**config.mk**
```make
export PLATFORM = sky130hd
export DESIGN_NAME = outpass4_frame_config_ce
export DESIGN_NICKNAME = d
export VERILOG_FILES = /design/src/rtl/outpass4_frame_config_ce.sv
export SDC_FILE = /design/constraint.sdc
export NUM_CORES = 1
export LEC_CHECK = 0
export ABC_AREA = 1
export ABC_CLOCK_PERIOD_IN_PS = 1020
export BUFFER_PORTS_ARGS = -buffer_cell sky130_fd_sc_hd__buf_4
export CORE_AREA = 2 2 39 41
export DETAILED_ROUTE_END_ITERATION = 12
export DIE_AREA = 0 0 41 43
export HOLD_SLACK_MARGIN = 0.06
export SETUP_SLACK_MARGIN = 0.4
export SLEW_MARGIN = 30
export SYNTH_ARGS = -nofsm -noshare
export SYNTH_HDL_FRONTEND = slang
export SYNTH_SLANG_ARGS = --single-unit
```
**constraint.sdc**
```tcl
create_clock -name UserCLK -period 1.02 [get_ports UserCLK]
set_input_delay 0.051 -clock UserCLK [delete_from_list [all_inputs] [get_ports UserCLK]]
set_output_delay 0.051 -clock UserCLK [all_outputs]
set_load 0.1 [all_outputs]
```
**src/rtl/outpass4_frame_config_ce.sv**
```systemverilog
// Four-lane fabric-to-pad output pass: each lane is combinational, registered, CE-registered or two-stage retimed.
// Latency 0/1/1/2 edges by mode; no handshake, CE only qualifies the capture flop in mode 10.

module cus_mux21 (
  input  logic A0,
  input  logic A1,
  input  logic S,
  output logic X
);
  assign X = (A0 & ~S) | (A1 & S);
endmodule

module outpass4_frame_config_ce #(
  parameter int NoConfigBits = 8
) (
  input  logic                    UserCLK,
  input  logic                    RST,
  input  logic [3:0]              I,
  input  logic                    CE,
  output logic [3:0]              O,
  input  logic [NoConfigBits-1:0] ConfigBits
);

  logic [3:0] s1_q, s1_d;
  logic [3:0] s2_q, s2_d;
  logic [3:0] flop_path;

  // Only mode 10 gates capture with CE; every other mode captures each edge.
  always_comb begin
    s1_d = s1_q;
    for (int k = 0; k < 4; k++) begin
      if (!(ConfigBits[2*k+1] && !ConfigBits[2*k]) || CE) begin
        s1_d[k] = I[k];
      end
    end
    s2_d = s1_q;
  end

  always_ff @(posedge UserCLK or posedge RST) begin
    if (RST) begin
      s1_q <= 4'b0000;
      s2_q <= 4'b0000;
    end else begin
      s1_q <= s1_d;
      s2_q <= s2_d;
    end
  end

  genvar k;
  generate
    for (k = 0; k < 4; k++) begin : g_lane
      cus_mux21 u_flop_sel (
        .A0 (s1_q[k]),
        .A1 (s2_q[k]),
        .S  (ConfigBits[2*k+1] & ConfigBits[2*k]),
        .X  (flop_path[k])
      );
      cus_mux21 u_out_sel (
        .A0 (I[k]),
        .A1 (flop_path[k]),
        .S  (ConfigBits[2*k+1] | ConfigBits[2*k]),
        .X  (O[k])
      );
    end
  endgenerate

endmodule
```
Word-level counts from Yosys, hierarchy flattened --
Cells that the tools add are included.
Storage, ports and cells: bits in registers 8, input bits 15, output and inout port bits 4, word-level logic and storage cells 61
Cells by class: bitwise logic cells 40, reductions and logical operators 16
Operators by type and width (number):
- AND 1 bit | 20
- OR 1 bit | 12
- zero test 1 bit | 8
- inverter 1 bit | 8
- logical AND 1 bit | 4
- logical OR 1 bit | 4

Logic depth before layout (Yosys ltp) --
depth in word-level cells 6, gate-level depth with buffers 5, mapped depth without buffers 4

By module --
A second synthesis with hierarchy kept.
Unflattened totals: cell total of the unflattened synthesis 74, area total of the unflattened synthesis 473.0 um2
Modules (own cells, without submodules):
- outpass4_frame_config_ce | instances 1, cells each 42, area each 352.8 um2, sequential area each 200.2 um2
- cus_mux21 | instances 8, cells each 4, area each 15.0 um2, sequential area each 0.0 um2

Worst setup path before layout --
No wires, ideal clock.
kind reg-to-output, start register s1_q[0], end output O[0], data arrival time 0.810 ns, data required time 0.969 ns, slack 0.159 ns, cell stages (with the launch flop) 6, buffers on the path 1, path through dfrtp_1 -> inv_1 -> nand2_1 -> nand3_1 -> nand2_1 -> buf_4
Between the ends: word-level cells in the longest chain between the ends 4
RTL lines:
- start, declared | line 24 | logic [3:0] s1_q, s1_d;
- start signal, assigned | line 41 | s1_q <= 4'b0000;
- start signal, assigned | line 44 | s1_q <= s1_d;
- AND 1 bit | line 10 | assign X = (A0 & ~S) | (A1 & S);
- OR 1 bit | line 10
- AND 1 bit | line 10
- OR 1 bit | line 10
- end, declared | line 20 | output logic [3:0] O,
Every way passes these cells.

Final worst setup path --
start register s1_q[2], end output O[2]
The elaborated chain is that of the path after synthesis.

==> results.py <==
metrics = {
    "die": {
        "core_um2": 1384,
        "start_util": 0.3562,
        "design.die.area_um2": 1763,
        "fp-row-count": 14,
        "pin_count": 19,
        "die_y_um": 43,
        "dieWidth_um": 41,
    },
    "critical_path": {
        "regToRegSetupSlack_ns": 0.17,
        "setup.worst_path.start_class": "flip-flop",
        "cp.required_ns": 0.97,
        "worstSetupEndpointType": "output port",
        "endpoint": "O[2]",
        "critPathArrivalTime_ns": 1.03,
        "worstRegToRegCells": 4,
        "startpoint": "s1_q[2]",
        "r2r_start": "s1_q[1]",
        "path_class": "flip-flop to output port",
        "r2r-end": "s1_q[1]",
        "critical_path.max_fanout": 2,
    },
    "timing": {
        "fin_crit_sh": 1.064,
        "setup_viol": 4,
        "fin_crit_ns": 1.085,
        "fmax_ghz": 0.9217,
        "worst_pin_slew_ns": 0.3034,
        "fin_skew_ns": 0.0001204,
        "rsz0062_at_grt": "true",
        "fin_hold_ws_ns": 0.01590,
        "finalHoldViolations": 0,
        "fin_ws_ns": -0.06493,
        "drv_slew": 0,
        "max_slew_margin": 0.7975,
    },
    "clocking": {
        "numCtsBuffers": 3,
        "cts_tree": "built",
        "cts_root_buffer": "clkbuf_4",
        "numClockSinks": 8,
        "cts.reportedPaths.clkPinSlew_ns": 0.05,
        "cts_buffer_depth": 2,
        "htreeDepth": 1,
        "cts_hold_buf": 1,
        "clkLatencyLatePin_ns": 0.25,
    },
    "cells_and_area": {
        "stdcell_area_um2": 799.5,
        "ff_latch_area_um2": 200.2,
        "multi_input_area_um2": 237.7,
        "layout-drive-gt1-share": 0.4082,
        "syn2layout_area_growth_pct": 62.18,
        "diodes": 0,
        "finalNetCount": 115,
        "nFillCells": 137,
        "final_cells": 114,
    },
    "routing": {
        "vias_per_cell": 4.474,
        "drt-pass1-iter-count": 3,
        "vias": 510,
        "routed_wl_um": 990,
        "drc_errors": 0,
        "drtIter0Drc": 8,
        "wl_per_cell_um": 8.684,
        "ant_nets": 0,
    },
    "synth": {
        "syn_nets": 89,
        "ys_seq_area_frac": 0.4061,
        "yosys_warnings": 0,
        "syn_inst": 74,
        "synth_top_family_by_area": "simple AND/OR/NAND/NOR gates",
        "synth_mux_area_frac": 0,
        "syn_avg_cell_area_um2": 6.662,
        "syn_area_um2": 493.0,
        "synth_adder_area_share": 0,
        "ys_types": 6,
        "synth-simple-area-share": 0.3959,
        "synth_compound_area_frac": 0,
        "ys_ff_latch": 8,
        "synthXorXnorAreaFrac": 0,
    },
    "grt": {
        "grt_pass1_wl_um": 1580,
        "track_usage": 0.1288,
        "met1_usage": 0.1495,
        "busiest_layer": "met2",
        "overflow": 0,
        "antenna_found_initial": 0,
        "grt_start_max_net_pins": 9,
        "grt_pass1_vias": 444,
        "met3_usage": 0.06283,
        "grt_use_met2": 0.2094,
    },
    "outcome": {
        "violations": "negative setup slack",
        "outcome": "finished with violations",
    },
    "run": {
        "max-cap-violations": 0,
    },
    "place": {
        "dpl_cell_area_um2": 628.1,
        "gp_congestion": 0.7087,
        "io_buffers": 18,
        "post-place-cells": 104,
        "dp_slack_ns": 0.09245,
        "dpl.hpwl_um": 683.7,
    },
    "power": {
        "peakVddDrop_uv": 917.9,
        "total_power_w": 0.001003,
        "power_density_nw_per_um2": 1254,
        "p_leak_nw": 0.4585,
    },
    "worst_hold_path": {
        "whs_path_depth": 3,
        "hp-class": "input port to flip-flop",
    },
}
## power by group
| group | total [W] | internal [W] | switching, W | leakage [nW] |
|---|---|---|---|---|
| Clock | 0.000234 | 0.000134 | 0.0000999 | 0.0138 |
| Sequential | 0.000352 | 0.000342 | 0.0000101 | 0.0944 |
| Combinational | 0.000417 | 0.000171 | 0.000245 | 0.350 |
## metrics by stage
step	util	TNS [ns]
5_1_grt	0.5778	-0.5168
3_3_place_gp	0.4539	0
4_1_cts	0.5353	-0.2878
2_1_floorplan	-	0
6_report	0.5778	-0.2328
3_5_place_dp	0.4539	0
## cell usage in the layout (no fill, tap or decap), drive strengths merged
| cell | count |
|---|---|
| nand4 | 4 |
| dlygate4sd3 | 1 |
| nand2 | 24 |
| clkbuf | 3 |
| buf | 24 |
| nand3 | 16 |
| inv | 18 |
| dfrtp | 8 |
## how the worst min path moves through the flow
| stage | start | endpoint |
|---|---|---|
| 2_1_floorplan | RST | s1_q[0] |
| 3_3_place_gp | RST | s1_q[0] |
| 3_5_place_dp | RST | s2_q[0] |
| 4_1_cts | I[2] | s1_q[2] |
| 5_1_grt | I[2] | s1_q[2] |
| 6_report | I[3] | s1_q[3] |
## critical path, stage by stage (launching register included)
cell,delay [ns]
dfrtp_1,0.36
inv_1,0.04
nand2_1,0.07
nand3_2,0.07
nand2_2,0.08
buf_12,0.17
## cell families (layout without fill, tap and decap cells)
logic type	after synthesis	count (layout)
buffers and inverters	22	46
DFF	8	8
and+or+nand+nor	44	44
## flip-flops by register name, indices dropped and copies added (netlist names)
register and cells:
s1_q 4, s2_q 4
## cell usage after synthesis (all sizes together)
cell   instances  share of area
buf            4          0.061
dfrtp          8           0.41
nand3         16           0.16
nand4          4          0.051
nand2         24           0.18
inv           18           0.14
## layout make-up
cell class                 instances  share of cell area
clock buffer                       3             0.02817
tap                               16             0.02504
multi-input combinational         44              0.2973
inverter                          18             0.08451
timing repair buffer              25              0.3146
sequential                         8              0.2504
## metal layers
metal / share of wire / wire length (um)
met1: 0.42 / 414
met2: 0.53 / 523
met3: 0.053 / 52
met4: 0 / 0
met5: 0 / 0
## what timing repair did
action / CTS / global route
pin swaps: 9 / 8
resized for setup: 12 / 12
setup endpoints to repair: 8 / 12
endpoints found under the hold margin: 12 / 3
setup buffers: 4 / 2
Power figures use the tool's default switching activity.
